<file path="src/rtl/instr_fetch_unit.sv">
// instr_fetch_unit
// Instruction fetch stage of the 16-bit CPU. Holds the program counter and the
// instruction register, executes PC clear/load/increment commands and runs a
// request/acknowledge read handshake to instruction memory, guarded by a
// timeout watchdog.
//
// Ports:
//   Clock, Reset      - rising-edge clock, asynchronous active-low reset
//   PC_CLR/LD/IC      - PC commands, priority CLR > LD > IC (CLR also aborts fetch)
//   PC_TARGET         - load value for PC_LD
//   IR_LD             - fetch command (accepted in IDLE only)
//   IMEM_REQ/ADDR     - read request and latched address to instruction memory
//   IMEM_ACK/RDATA    - single-cycle acknowledge with instruction word
//   PC, IR, IR_VALID  - program counter, instruction register, fetch-result flag
//   FETCH_BUSY        - fetch outstanding (mirrors IMEM_REQ)
//   FETCH_ERR         - sticky timeout flag, cleared by PC_CLR or reset
module instr_fetch_unit #(
    parameter int unsigned ADDR_W  = 8,
    parameter int unsigned TIMEOUT = 15
) (
    input  logic              Clock,
    input  logic              Reset,
    input  logic              PC_CLR,
    input  logic              PC_LD,
    input  logic              PC_IC,
    input  logic [ADDR_W-1:0] PC_TARGET,
    input  logic              IR_LD,
    output logic              IMEM_REQ,
    output logic [ADDR_W-1:0] IMEM_ADDR,
    input  logic              IMEM_ACK,
    input  logic [15:0]       IMEM_RDATA,
    output logic [ADDR_W-1:0] PC,
    output logic [15:0]       IR,
    output logic              IR_VALID,
    output logic              FETCH_BUSY,
    output logic              FETCH_ERR
);

    typedef enum logic [1:0] {
        S_IDLE,
        S_WAIT,
        S_ERR
    } state_t;

    state_t            state;
    state_t            state_next;
    logic [7:0]        wd_cnt;
    logic [8:0]        wd_inc;
    logic              launch;
    logic              complete;
    logic              expire;
    logic [ADDR_W-1:0] pc_q;
    logic [ADDR_W-1:0] addr_q;
    logic [15:0]       ir_q;
    logic              ir_valid_q;

    // Watchdog counts WAIT cycles already spent; the cycle that would make the
    // count reach TIMEOUT is the one that moves to ERR.
    assign wd_inc = {1'b0, wd_cnt} + 9'd1;

    always_ff @(posedge Clock or negedge Reset) begin
        if (!Reset) begin
            state <= S_IDLE;
        end else begin
            state <= state_next;
        end
    end

    always_comb begin
        state_next = state;
        launch     = 1'b0;
        complete   = 1'b0;
        expire     = 1'b0;
        if (PC_CLR) begin
            // Clear aborts everything, including an ACK arriving this cycle.
            state_next = S_IDLE;
        end else begin
            unique case (state)
                S_IDLE: begin
                    if (IR_LD) begin
                        state_next = S_WAIT;
                        launch     = 1'b1;
                    end
                end
                S_WAIT: begin
                    // ACK is checked before the watchdog so a last-cycle ACK wins.
                    if (IMEM_ACK) begin
                        state_next = S_IDLE;
                        complete   = 1'b1;
                    end else if (wd_inc == 9'(TIMEOUT)) begin
                        state_next = S_ERR;
                        expire     = 1'b1;
                    end
                end
                S_ERR: begin
                    state_next = S_ERR;
                end
                default: begin
                    state_next = S_IDLE;
                end
            endcase
        end
    end

    // Fetch datapath: address latch, IR, valid flag and watchdog.
    always_ff @(posedge Clock or negedge Reset) begin
        if (!Reset) begin
            addr_q     <= '0;
            ir_q       <= '0;
            ir_valid_q <= 1'b0;
            wd_cnt     <= '0;
        end else if (PC_CLR) begin
            ir_q       <= '0;
            ir_valid_q <= 1'b0;
            wd_cnt     <= '0;
        end else begin
            if (launch) begin
                addr_q     <= pc_q;
                ir_valid_q <= 1'b0;
                wd_cnt     <= '0;
            end
            if (complete) begin
                ir_q       <= IMEM_RDATA;
                ir_valid_q <= 1'b1;
            end else if (state == S_WAIT && !expire) begin
                wd_cnt <= wd_inc[7:0];
            end
        end
    end

    // PC update runs every cycle regardless of fetch state; the fetch latch
    // above samples the pre-update value.
    always_ff @(posedge Clock or negedge Reset) begin
        if (!Reset) begin
            pc_q <= '0;
        end else if (PC_CLR) begin
            pc_q <= '0;
        end else if (PC_LD) begin
            pc_q <= PC_TARGET;
        end else if (PC_IC) begin
            pc_q <= pc_q + ADDR_W'(1);
        end
    end

    assign PC         = pc_q;
    assign IR         = ir_q;
    assign IR_VALID   = ir_valid_q;
    assign IMEM_ADDR  = addr_q;
    assign IMEM_REQ   = (state == S_WAIT);
    assign FETCH_BUSY = (state == S_WAIT);
    assign FETCH_ERR  = (state == S_ERR);

endmodule

</file>
<file path="config.mk">
export PLATFORM = sky130hd
export DESIGN_NAME = instr_fetch_unit
export DESIGN_NICKNAME = d
export VERILOG_FILES = /design/src/rtl/instr_fetch_unit.sv
export SDC_FILE = /design/constraint.sdc
export NUM_CORES = 1
export LEC_CHECK = 0
export CAP_MARGIN = 20
export CORE_MARGIN = 2
export CORE_UTILIZATION = 46
export CTS_CLUSTER_SIZE = 14
export DETAILED_ROUTE_END_ITERATION = 16
export GPL_TIMING_DRIVEN = 1
export PLACE_DENSITY = 0.88
export SYNTH_ARGS = -nofsm -noshare
export SYNTH_HDL_FRONTEND = slang
export SYNTH_SLANG_ARGS = --single-unit
export TNS_END_PERCENT = 1
</file>
<file path="constraint.sdc">
create_clock -name Clock -period 2.7 [get_ports Clock]
set_clock_uncertainty 0.05 [all_clocks]
set_input_delay 0.405 -clock Clock [delete_from_list [all_inputs] [get_ports Clock]]
set_output_delay 0.405 -clock Clock [all_outputs]
set_load 0.02 [all_outputs]
</file>
==> metrics.txt, run 1 <==
pin count of the biggest net entering global routing 44; Yosys reg bits 43; Cell Pwr Density ~520 mW/mm^2; sequential share of power 0.470; total clock sinks 43; Overflow after GRT 0; synthesized area between 0.002 and 0.0025 sq mm; Final min period between 2 and 2.5 ns; GP Congestion 0.785; die height a little over 70 um; Req. time, crit path about 2.8 ns; Comb pwr share 0.196; final setup TNS 0 ns; leakage power around 1.3 nW; CORE AREA approximately 0.0044 sq mm; post_cts resized 0; Initial Utilization 0.482; Buffers on Ports 66; syn avg cell area 11.2 sq um; ys flop type dfrtp_1; hold slack ~0.21 ns; leading area contributor after synthesis dfrtp_1; CP Max Fanout 8; Pins Over Slew Limit 0; crit path DAT approximately 2.4 ns; Area growth syn-to-layout 39.7%; fin area around 0.0030 sq mm; nature of the critical path startpoint register; Synth Net Count 223; postcts setup bufs 0; drt total wl ~4.7 mm; yosys warns 0; clock tree from TritonCTS built; Die Area slightly above 0.005 sq mm; via count between 1500 and 2000; RSZ-0062 raised after global routing false; final setup violation count 0; Fin. Hold Viols 0; sequential area share after synthesis 0.509; antenna violation net count after detailed routing 0; global-route wire length before repair around 8 mm; leading post-synthesis cells by cell area dfrtp_1 51%, a22o_1 7.0%, mux2_2 4.3%, nor2_1 3.2%, xor2_1 2.9%; maxcap violations 0; Max VDD drop 0.000309 V; final period utilization 0.850; fmax 436 MHz; normalized max-slew margin 0.388; antenna violations before repair 0; number of diodes 0; internal power 1.14 mW; post-synth cell types 42; vias in the first global route roughly 1700; Fill cells approximately 330; clock transition at the registers of the reported paths about 0.08 ns; Worst Max-Slew Pin Slew 0.918 ns; cts bufs inserted 5; drt via density around 5.4; NetSw 0.382 mW; Max H-tree Level 2; Post-synth EDFFs 0; worst skew pair latency roughly 0.28 ns; Post-synth ARST share 1.00; Row Count 24; drt drc 0; layout cells sized above 1 0.131; status finished clean; Longest Clk Path Bufs 2; Hold Buf Count CTS 0; DP HPWL approximately 3.5 mm; nets 293; area of placed instances between 0.002 and 0.003 sq mm; drt pass-1 iters 5; Synth top area share 0.509; synthesized instance count around 190; Ports 67; CP Capture Type register; critical path type register to register; routed len/inst ~15 um; CTS Root Cell clkbuf_8; HP Class input port to async pin; DIE WIDTH approximately 72 um; Tot GR Track Use 0.200; drt first-iter violations between 100 and 150; Sw Ratio 0.251; total power between 1.5 and 2 mW; power share of the clock group 0.334
==> cell families after synthesis <==
group,share of synthesized area
simple gates,0.166
xor+xnor,0.0545
buf+inv,0.0355
mux,0.0521
flops,0.509
compound gates,0.165
fa+ha+maj,0.0178
==> synth_stat cells, types with 2 or more instances <==
library cell  number
o2bb2ai_1          2
xor2_1             7
ha_1               3
o21ai_0            5
nand2b_1           6
nor3_1             4
nor2b_1            3
mux2_2             8
nand2_1           10
nor2_1            18
a22o_1            17
o31ai_2            2
xnor2_1            3
dfrtp_1           43
mux2i_1            2
nand4_1            5
buf_6              2
clkbuf_1           8
o41ai_1            3
nand3_1            3
a21oi_1           10
inv_1              4
nor3b_1            2
==> registers in the layout, summed over array words and instances (netlist names) <==
register / cells
IMEM_ADDR: 8
IR: 16
state: 2
PC: 8
wd_cnt: 8
IR_VALID: 1
==> through the flow <==
stage,cells,setup WS [ns],utilization
2_1_floorplan,189,0.618,-
3_3_place_gp,304,0.533,0.646
3_5_place_dp,304,0.428,0.646
4_1_cts,312,0.408,0.673
5_1_grt,312,0.258,0.673
6_report,312,0.404,0.673
==> path summary, 6_finish.rpt <==
check / startpoint / end / slack, ns / cells after the start
min in group Clock: IR[15] / IR[15] / 0.45 / 1
max in group asynchronous: Reset / IMEM_ADDR[7] / 1.83 / 1
max reg2reg: wd_cnt[1] / wd_cnt[3] / 0.40 / 8
max: wd_cnt[1] / wd_cnt[3] / 0.40 / 8
min reg2reg: IR[15] / IR[15] / 0.45 / 1
min: Reset / IMEM_ADDR[1] / 0.21 / 1
==> power by group through the flow <==
| stage | Combinational, mW | Sequential (mW) | Clock, mW |
|---|---|---|---|
| final | 0.298 | 0.715 | 0.508 |
| after global routing | 0.322 | 0.723 | 0.555 |
| after CTS | 0.303 | 0.716 | 0.519 |
| after detailed placement | 0.302 | 0.728 | 0 |
| after global placement | 0.296 | 0.726 | 0 |
| after floorplan | 0.0914 | 0.768 | 0 |
==> layer usage <==
layer | GRT usage | up-vias | wire length (um)
met1 | 0.272 | 821 | 2070
met5 | 0 | - | 0
met3 | 0.0408 | 2 | 211
li1 | - | 818 | -
met2 | 0.322 | 41 | 2360
met4 | 0.0692 | 0 | 38
==> area by class of cell <==
class                           instances  area [sq um]  area share
Sequential cell                        43          1080       0.365
Tap cell                               52          65.1      0.0221
Inverter                                4          15.0     0.00509
Timing Repair Buffer                   74           716       0.243
Clock inverter                          2          35.0      0.0119
Multi-Input combinational cell        131           961       0.326
Clock buffer                            6          82.6      0.0280
==> critical path, stage by stage, from the launching register on <==
cell,delay (ns)
dfrtp_1,0.49
ha_1,0.25
and4_1,0.27
nor4_2,0.07
nor3b_2,0.28
o31ai_2,0.09
buf_4,0.16
o21a_2,0.23
a211o_1,0.30
==> cell usage in the layout, fill, tap and decap left out, drive strengths merged, types with 4 or more instances in the layout <==
cell type | Yosys | routed
clkdlybuf4s50 | 0 | 65
dfrtp | 43 | 43
nor2 | 18 | 18
a22o | 17 | 17
nand2 | 10 | 10
a21oi | 10 | 10
buf | 3 | 9
mux2 | 8 | 8
xor2 | 7 | 7
nand2b | 6 | 6
clkbuf | 8 | 6
nand4 | 6 | 6
o21ai | 6 | 6
inv | 4 | 4
nor3 | 4 | 4
xnor2 | 4 | 4
(Power assumes the default switching activity.)
==> inputs of run 2 (changes only) <==
==> constraint.sdc (replaced) <==
create_clock -name Clock -period 2.7 [get_ports Clock]
set_clock_uncertainty 0.05 [all_clocks]
set_input_delay 0.54 -clock Clock [delete_from_list [all_inputs] [get_ports Clock]]
set_output_delay 0.54 -clock Clock [all_outputs]
set_load 0.02 [all_outputs]
==> run 2 against run 1 <==
Against the previous run:
- final cell count decreased by 0.64%
- critical path depth decreased by 5
- via count decreased by 2.0%
- highest routed layer unchanged
- critical path type is now register to output pin
- sequential cell count unchanged
- worst hold slack improved by 0.12 ns
- combinational power about the same
- register-to-register slack improved by 0.096 ns
- global-route usage decreased by 0.48 points
- power increased by 0.43%
- setup slack improved by 0.050 ns
- count of clock-buffer cells in the layout unchanged
==> metrics.txt, run 2 (synthesized netlist as in run 1, its figures left out) <==
Buffers on Ports 66; Worst Max-Slew Pin Slew just over 0.9 ns; sequential share of power 0.468; Overflow after GRT 0; CTS Root Cell clkbuf_8; total clock sinks 43; drt pass-1 iters 4; Cell Pwr Density ~520 mW/mm^2; Row Count 24; Comb pwr share 0.196; setup ws final 0.454 ns; drt first-iter violations 110; Max H-tree Level 2; Req. time, crit path around 2.1 ns; dpl ws ~0.38 ns; final setup violation count 0; most frequent cells in the layout 65 x clkdlybuf4s50_1, 43 x dfrtp_1, 18 x nor2_1; Final min period between 2 and 2.5 ns; Critical Path Max Stage Delay a little over 0.6 ns; commonest non-fill, non-tap cell in the layout clkdlybuf4s50_1; final setup TNS 0 ns; layout cells sized above 1 0.124; Hold Buf Count CTS 0; clock transition at the registers of the reported paths 0.08 ns; total power ~1.5 mW; Initial Utilization 0.482; final period utilization 0.832; global-route wire length before repair a little under 8 mm; Max VDD drop 0.000339 V; via count ~1600; placed cells 302; worst skew pair latency 0.29 ns; DIE WIDTH slightly above 70 um; antenna violation net count after detailed routing 0; postcts setup bufs 0; cts bufs inserted 5; normalized max-slew margin 0.384; maxcap violations 0; Fin. Hold Viols 0; critical path type register to output pin; max reg flops 16; slowest cell on the critical path clkdlybuf4s50_1; antenna violations before repair 0; drt via density 5.32; vias in the first global route about 1700; nature of the critical path startpoint register; power share of the clock group 0.336; hold slack between 0.3 and 0.4 ns; drt drc 0; CP Capture Type output pin; internal power 1.14 mW; post-route insts no fill 310; die height around 70 um; CORE AREA 0.00438 sq mm; GP Congestion 0.756; drt total wl ~4.7 mm; Sw Ratio 0.254; number of diodes 0; CP Max Fanout 5; leakage power 1.28 nW; Area growth syn-to-layout 39.6%; Pins Over Slew Limit 0; Ports 67; Longest Clk Path Bufs 2; routed len/inst 15.0 um; DP HPWL 3.36 mm; crit path DAT roughly 1.7 ns; status finished clean; HP Class input port to async pin; fmax approximately 450 MHz; Die Area 0.00515 sq mm; post_cts resized 0; nets between 200 and 300; clock tree from TritonCTS built; crit-path cells nand2b_1 > inv_1 > clkdlybuf4s50_1; RSZ-0062 raised after global routing false; pin count of the biggest net entering global routing 44; NetSw slightly below 0.4 mW; Tot GR Track Use 0.196
-- run 2: changes by cell type in the layout (fill, tap and decap cells not counted), sizes merged --
| cell | change |
|---|---|
| buf | -2 |
-- run 2: layout make-up --
| cell class | instances | area (sq um) |
|---|---|---|
| multi-input combinational | 131 | 961 |
| sequential | 43 | 1080 |
| inverter | 4 | 15.0 |
| clock inverter | 2 | 35.0 |
| clock buffer | 6 | 82.6 |
| tap | 52 | 65.1 |
| fill | 357 | 1440 |
| timing repair buffer | 72 | 713 |
-- run 2: worst paths after layout --
check / startpoint / to / slack, ns / depth (start not counted)
worst max-delay path: state[1] / FETCH_BUSY / 0.45 / 3
worst min-delay path: Reset / IMEM_ADDR[1] / 0.32 / 1
worst max register to register: wd_cnt[1] / wd_cnt[3] / 0.50 / 7
worst min register to register: IR[6] / IR[6] / 0.45 / 1
max in group asynchronous: Reset / IR[4] / 1.69 / 1
min in group Clock: IR[6] / IR[6] / 0.45 / 1
-- run 2: power groups by stage --
stage	registers [mW]	clock network, mW	logic, mW
6_report	0.715	0.513	0.299
3_3_place_gp	0.727	0	0.296
2_1_floorplan	0.768	0	0.0914
3_5_place_dp	0.728	0	0.302
5_1_grt	0.723	0.555	0.321
4_1_cts	0.716	0.526	0.303
-- run 2: worst max-delay path, delay by kind of cell (launching register included) --
kind	cells	cell delay, ns
and+or+nand+nor	1	0.19
DFF	1	0.41
buffers and inverters	2	0.77
-- run 2: stage by stage --
stage | utilization | instance area, sq um
floorplan | - | 2110
global placement | 0.646 | 2830
detailed placement | 0.646 | 2830
CTS | 0.672 | 2950
global route | 0.672 | 2950
finish | 0.672 | 2950
-- run 2: layer usage --
layer / up-vias / track usage / wire length (um)
li1: 811 / - / -
met1: 791 / 0.257 / 2110
met2: 39 / 0.312 / 2230
met3: 7 / 0.0549 / 234
met4: 0 / 0.0692 / 77
met5: - / 0 / 0
